**src/rtl/keypad_scanner_if.sv**
```systemverilog
// Key matrix and decoded-key signal bundle between the keypad scanner and its consumers.
interface keypad_scanner_if;
    logic [3:0]  row;
    logic [3:0]  col;
    logic [3:0]  key_code;
    logic        key_valid;
    logic        key_held;
    logic [31:0] digits;

    modport master (
        input  row,
        output col, key_code, key_valid, key_held, digits
    );

    modport slave (
        output row,
        input  col, key_code, key_valid, key_held, digits
    );
endinterface

```
**src/rtl/keypad_scanner.sv**
```systemverilog
// 4x4 active-low keypad scanner with debounce; optional 8-digit entry buffer
// enabled by defining KEYPAD_DIGIT_BUF_EN.
module keypad_scanner #(
    parameter int unsigned SCAN_DIV       = 65536,
    parameter int unsigned DEBOUNCE_SCANS = 8
) (
    input  logic             clk,
    input  logic             rst,
    keypad_scanner_if.master bus
);
    localparam int unsigned DIV_W = $clog2(SCAN_DIV);
    localparam int unsigned DEB_W = $clog2(DEBOUNCE_SCANS + 1);
    localparam logic [DIV_W-1:0] DIV_LAST = DIV_W'(SCAN_DIV - 1);
    localparam logic [DEB_W-1:0] DEB_LAST = DEB_W'(DEBOUNCE_SCANS - 1);

    typedef enum logic [1:0] {S_SCAN, S_DEBOUNCE, S_HELD, S_RELEASE} state_t;

    state_t           state, state_nxt;
    logic [3:0]       row_m, row_s;
    logic [DIV_W-1:0] div_cnt;
    logic [DEB_W-1:0] deb_cnt, deb_cnt_nxt;
    logic [3:0]       col_q, col_nxt;
    logic [3:0]       cap_row, cap_row_nxt;
    logic [3:0]       key_code_q, key_code_nxt;
    logic             key_valid_q, key_valid_nxt;
    logic             key_held_q;
    logic             sample_c, one_low_c, row_idle_c;
    logic [3:0]       row_low_c;
    logic [1:0]       row_idx_c, col_idx_c;

    // Position of the (single) zero in a one-cold nibble.
    function automatic logic [1:0] low_pos(input logic [3:0] v);
        logic [1:0] p;
        p = 2'd0;
        for (int i = 0; i < 4; i++) begin
            if (!v[i]) p = 2'(i);
        end
        return p;
    endfunction

    // Row synchronizer and free-running scan divider.
    always_ff @(posedge clk) begin
        if (rst) begin
            row_m   <= 4'hF;
            row_s   <= 4'hF;
            div_cnt <= '0;
        end else begin
            row_m   <= bus.row;
            row_s   <= row_m;
            div_cnt <= (div_cnt == DIV_LAST) ? '0 : div_cnt + DIV_W'(1);
        end
    end

    assign sample_c   = (div_cnt == DIV_LAST);
    assign row_low_c  = ~row_s;
    assign one_low_c  = (row_low_c != 4'd0) && ((row_low_c & (row_low_c - 4'd1)) == 4'd0);
    assign row_idle_c = (row_s == 4'hF);
    assign row_idx_c  = low_pos(cap_row);
    assign col_idx_c  = low_pos(col_q);

    always_ff @(posedge clk) begin
        if (rst) state <= S_SCAN;
        else     state <= state_nxt;
    end

    always_comb begin
        state_nxt = state;
        if (sample_c) begin
            case (state)
                S_SCAN:     if (one_low_c) state_nxt = S_DEBOUNCE;
                S_DEBOUNCE: if (row_s != cap_row)      state_nxt = S_SCAN;
                            else if (deb_cnt == DEB_LAST) state_nxt = S_HELD;
                S_HELD:     if (row_idle_c) state_nxt = S_RELEASE;
                S_RELEASE:  if (!row_idle_c)           state_nxt = S_HELD;
                            else if (deb_cnt == DEB_LAST) state_nxt = S_SCAN;
                default:    state_nxt = S_SCAN;
            endcase
        end
    end

    // Datapath next values; only sample points change anything but the pulse.
    always_comb begin
        deb_cnt_nxt   = deb_cnt;
        col_nxt       = col_q;
        cap_row_nxt   = cap_row;
        key_code_nxt  = key_code_q;
        key_valid_nxt = 1'b0;
        if (sample_c) begin
            case (state)
                S_SCAN: begin
                    if (one_low_c) begin
                        cap_row_nxt = row_s;
                        deb_cnt_nxt = DEB_W'(1);
                    end else begin
                        col_nxt = {col_q[2:0], col_q[3]};
                    end
                end
                S_DEBOUNCE: begin
                    if (row_s != cap_row) begin
                        deb_cnt_nxt = '0;
                    end else if (deb_cnt == DEB_LAST) begin
                        deb_cnt_nxt   = '0;
                        key_code_nxt  = {row_idx_c, col_idx_c};
                        key_valid_nxt = 1'b1;
                    end else begin
                        deb_cnt_nxt = deb_cnt + DEB_W'(1);
                    end
                end
                S_HELD: begin
                    if (row_idle_c) deb_cnt_nxt = DEB_W'(1);
                end
                S_RELEASE: begin
                    if (!row_idle_c || deb_cnt == DEB_LAST) deb_cnt_nxt = '0;
                    else                                    deb_cnt_nxt = deb_cnt + DEB_W'(1);
                end
                default: deb_cnt_nxt = '0;
            endcase
        end
    end

    always_ff @(posedge clk) begin
        if (rst) begin
            deb_cnt     <= '0;
            col_q       <= 4'b1110;
            cap_row     <= 4'hF;
            key_code_q  <= 4'h0;
            key_valid_q <= 1'b0;
            key_held_q  <= 1'b0;
        end else begin
            deb_cnt     <= deb_cnt_nxt;
            col_q       <= col_nxt;
            cap_row     <= cap_row_nxt;
            key_code_q  <= key_code_nxt;
            key_valid_q <= key_valid_nxt;
            key_held_q  <= (state_nxt == S_HELD) || (state_nxt == S_RELEASE);
        end
    end

    assign bus.col       = col_q;
    assign bus.key_code  = key_code_q;
    assign bus.key_valid = key_valid_q;
    assign bus.key_held  = key_held_q;

`ifdef KEYPAD_DIGIT_BUF_EN
    logic [31:0] digits_q;

    // Newest key enters dig0; dig7 falls off the top.
    always_ff @(posedge clk) begin
        if (rst)                digits_q <= 32'h0;
        else if (key_valid_nxt) digits_q <= {digits_q[27:0], key_code_nxt};
    end

    assign bus.digits = digits_q;
`else
    assign bus.digits = 32'h0;
`endif
endmodule

```
**src/flat_wrapper.sv**
```systemverilog
// flat-port wrapper written by rule: the top's interface ports become plain ports
module keypad_scanner_flat 
#(
    parameter int unsigned SCAN_DIV       = 65536,
    parameter int unsigned DEBOUNCE_SCANS = 8
)
  (clk, rst, bus_row, bus_col, bus_key_code, bus_key_valid, bus_key_held, bus_digits);
  keypad_scanner_if bus_i ();
  input  logic clk;
  input  logic rst;
  input wire logic [$bits(bus_i.row)-1:0] bus_row;
  output wire logic [$bits(bus_i.col)-1:0] bus_col;
  output wire logic [$bits(bus_i.key_code)-1:0] bus_key_code;
  output wire logic [$bits(bus_i.key_valid)-1:0] bus_key_valid;
  output wire logic [$bits(bus_i.key_held)-1:0] bus_key_held;
  output wire logic [$bits(bus_i.digits)-1:0] bus_digits;
  assign bus_i.row = bus_row;
  assign bus_col = bus_i.col;
  assign bus_key_code = bus_i.key_code;
  assign bus_key_valid = bus_i.key_valid;
  assign bus_key_held = bus_i.key_held;
  assign bus_digits = bus_i.digits;
  keypad_scanner #(.SCAN_DIV(SCAN_DIV), .DEBOUNCE_SCANS(DEBOUNCE_SCANS)) u_core (.clk(clk), .rst(rst), .bus(bus_i));
endmodule
```
**config.mk**
```make
export PLATFORM = sky130hd
export DESIGN_NAME = keypad_scanner_flat
export DESIGN_NICKNAME = d
export VERILOG_FILES = /design/src/rtl/keypad_scanner_if.sv /design/src/rtl/keypad_scanner.sv /design/src/flat_wrapper.sv
export SDC_FILE = /design/constraint.sdc
export NUM_CORES = 1
export LEC_CHECK = 0
export CAP_MARGIN = 5
export CORE_ASPECT_RATIO = 1.1
export CORE_MARGIN = 5
export CORE_UTILIZATION = 54
export CTS_BUF_LIST = sky130_fd_sc_hd__clkbuf_16
export DETAILED_ROUTE_END_ITERATION = 10
export GPL_ROUTABILITY_DRIVEN = 0
export GPL_TIMING_DRIVEN = 0
export PLACE_DENSITY_LB_ADDON = 0.15
export SYNTH_ARGS = -nofsm -noshare
export SYNTH_HDL_FRONTEND = slang
export SYNTH_SLANG_ARGS = --single-unit
```
**constraint.sdc**
```tcl
create_clock -name clk -period 3.9 [get_ports clk]
set_input_delay 0.39 -clock clk [delete_from_list [all_inputs] [get_ports clk]]
set_output_delay 0.39 -clock clk [all_outputs]
set_load 0.01 [all_outputs]
```
==> flow_summary.ini <==
[sta]
drv_slew = 0
setup_ws_ns = 1.88
max_freq_mhz = 496
rsz0062_at_grt = false
slew_headroom_pct = 59.7
hold_viol_final = 0
worst_clock_skew_ns = 0.00571
tns_ns = 0
worst_pin_slew_ns = 0.605
fin_crit_sh_pct = 51.7
period_minus_slack_ns = 2.02
setup_violations = 0

[clock_tree]
cts_tree = yes
cts.sinks = 44
ctsResizeCount = 0
postCtsHoldBufs = 0
ctsRootBufferMaster = clkbuf_16
cts_buffers = 5
post_cts_buffers = 0
cts.path.max_buffers = 2
htree_num_levels = 2
clkTransAtPathRegs_ns = 0.06
insertion_delay_ns = 0.29

[min_path]
hp-class = in -> reg
holdPathStages = 2
hp-start = rst

[die]
dieHeight_um = 77.2
rows = 24
die_x_um = 71.1
core_um2 = 3960
initial_utilization_pct = 56.0
ios = 48
die_area_um2 = 5490

[synthesis]
synth_cell_types = 47
synth_top_area_share_pct = 39.7
async_reset_ff_share_pct = 0
ys_seq_area_share_pct = 39.7
synth_seq_cells = 44
synth_area_um2 = 2220
yosysWarnings = 0
synth_edf_count = 0
synth_flop_cell = dfxtp_1
ys_top_cells_by_area = dfxtp_1, buf_4, xnor2_1
avgSynthCellArea_um2 = 9.05
yosysTopAreaCell = dfxtp_1
synthCells = 245

[setup_path]
path_class = reg -> reg
crit_path_start_kind = register
cp.required_ns = 4.07
cp_slowest_cell = or4_1
slowest_delay_ns = 0.56
crit_start = u_core.div_cnt[0]
end_kind = register
cp.depth = 6
rr_worst_depth = 6
crit_chain = ha_1, and4_4, nand3_4, or4_1, a21oi_1, nor2_1
critPathMaxFanout = 7
cp_top_family = simple AND/OR/NAND/NOR gates
reg2reg_from = u_core.div_cnt[0]
crit_buf_inv = 0
crit_arrival_ns = 2.19

[flow_run]
timing.max_cap.violations = 0

[global_route]
grt_pass1_wl_mm = 7.02
gr-total-overflow = 0
grt.total_usage_pct = 15.9
grt_max_degree = 14
first_global_vias = 1531
antenna_found_initial = 0

[power]
powerDensity_nw_per_um2 = 372
peakVddDrop_mv = 0.332
p_total_uw = 1010
power.leakage_uw = 0.00111

[drt]
wirelength_mm = 4.14
final_antenna_net_count = 0
drt_iter0_markers = 67
drc_errors = 0
first_pass_iters = 4
wl_per_cell_um = 11.8
viasPerCell = 4.87
num_vias = 1706

[layout]
area_growth_pct = 21.9
insertedDiodeCount = 0
layout-drive-gt1-share_pct = 22.1
nNetsFinal = 305
final_util_pct = 68.2
fin_cells = 350

[status]
outcome = complete, no violations

[placed_design]
placed_cells = 342
place_ws_ns = 1.89
portBuffers = 14
hpwl_mm = 2.94
==> worst reg2reg max path, cell delays in order, from the launching register on <==
cell and delay (ns):
dfxtp_1 0.37, ha_1 0.23, and4_4 0.29, nand3_4 0.13, or4_1 0.56, a21oi_1 0.24
nor2_1 0.08
==> synthesized netlist by cell type, types with 2 or more instances <==
cell,instances
inv_1,8
buf_2,3
buf_4,36
ha_1,2
nor2b_1,3
nand4_1,8
nand3_1,14
xnor2_1,11
a21oi_1,5
mux2i_1,8
dfxtp_1,44
a311oi_1,6
and3_2,2
nand2_1,17
o21ai_0,3
or3_2,2
nor4_1,2
nor2_1,25
xor2_1,8
and3_1,3
and2_1,2
or2_2,8
==> registers in the layout, indices dropped and copies added, names as in the netlist <==
| register | flops |
|---|---|
| u_core.bus.col | 4 |
| u_core.bus.key_code | 4 |
| u_core.bus.key_held | 1 |
| u_core.bus.key_valid | 1 |
| u_core.cap_row | 4 |
| u_core.deb_cnt | 4 |
| u_core.div_cnt | 16 |
| u_core.row_m | 4 |
| u_core.row_s | 4 |
| u_core.state | 2 |
==> cells by family after synthesis <==
family          synth area share [%]
simple gates                    24.6
buf+inv                         14.9
flops                           39.7
compound gates                  8.35
xor+xnor                        7.50
mux                             3.61
fa+ha+maj                       1.13
other cells                    0.169
==> layout make-up <==
class	instances	area [µm²]
fill	362	1260
multi-input combinational	183	1120
sequential	44	881
buffer	41	300
timing repair buffer	14	140
clock buffer	5	125
tap	52	65.1
clock inverter	3	38.8
inverter	8	30.0
==> routing by layer <==
metal	GRT usage [%]	share of wire (%)	wire, µm
met5	0	0	0
met4	5.64	1.5	63
met3	4.71	7.2	297
met2	24.6	46	1890
met1	20.8	46	1890
==> power breakdown <==
group | internal (µW) | total (µW) | switching, µW
clock network | 298 | 463 | 165
registers | 456 | 459 | 3.34
logic | 40.1 | 83.2 | 43.1
==> path summary, 6_finish.rpt <==
kind / end / slack, ns
hold reg to reg: u_core.row_s[1] / 0.41
setup / recovery: u_core.bus.key_held / 1.88
hold / removal: u_core.row_m[3] / 0.36
setup reg to reg: u_core.bus.key_held / 1.88
==> cell usage in the layout (no fill, tap or decap), types with 2 or more instances in the layout <==
cell type,n
conb_1,32
mux2i_1,8
nand4_1,8
a311oi_1,6
clkbuf_16,5
nand2_1,17
or3_2,2
nor2_1,25
xnor2_1,11
clkdlybuf4s50_1,14
and3_2,2
inv_1,9
ha_1,2
o21ai_0,3
and3_1,3
buf_2,3
nor2b_1,3
dfxtp_1,44
buf_4,36
nor4_1,2
or2_2,8
a21oi_1,5
nand3_1,14
xor2_1,8
and2_1,2
==> metrics by stage <==
step	hold slack [ns]	instance area, µm²
floorplan	0.389	2330
global route	0.375	2700
detailed placement	0.402	2540
global placement	0.393	2540
finish	0.364	2700
CTS	0.359	2700
Power figures use the tool's default switching activity.
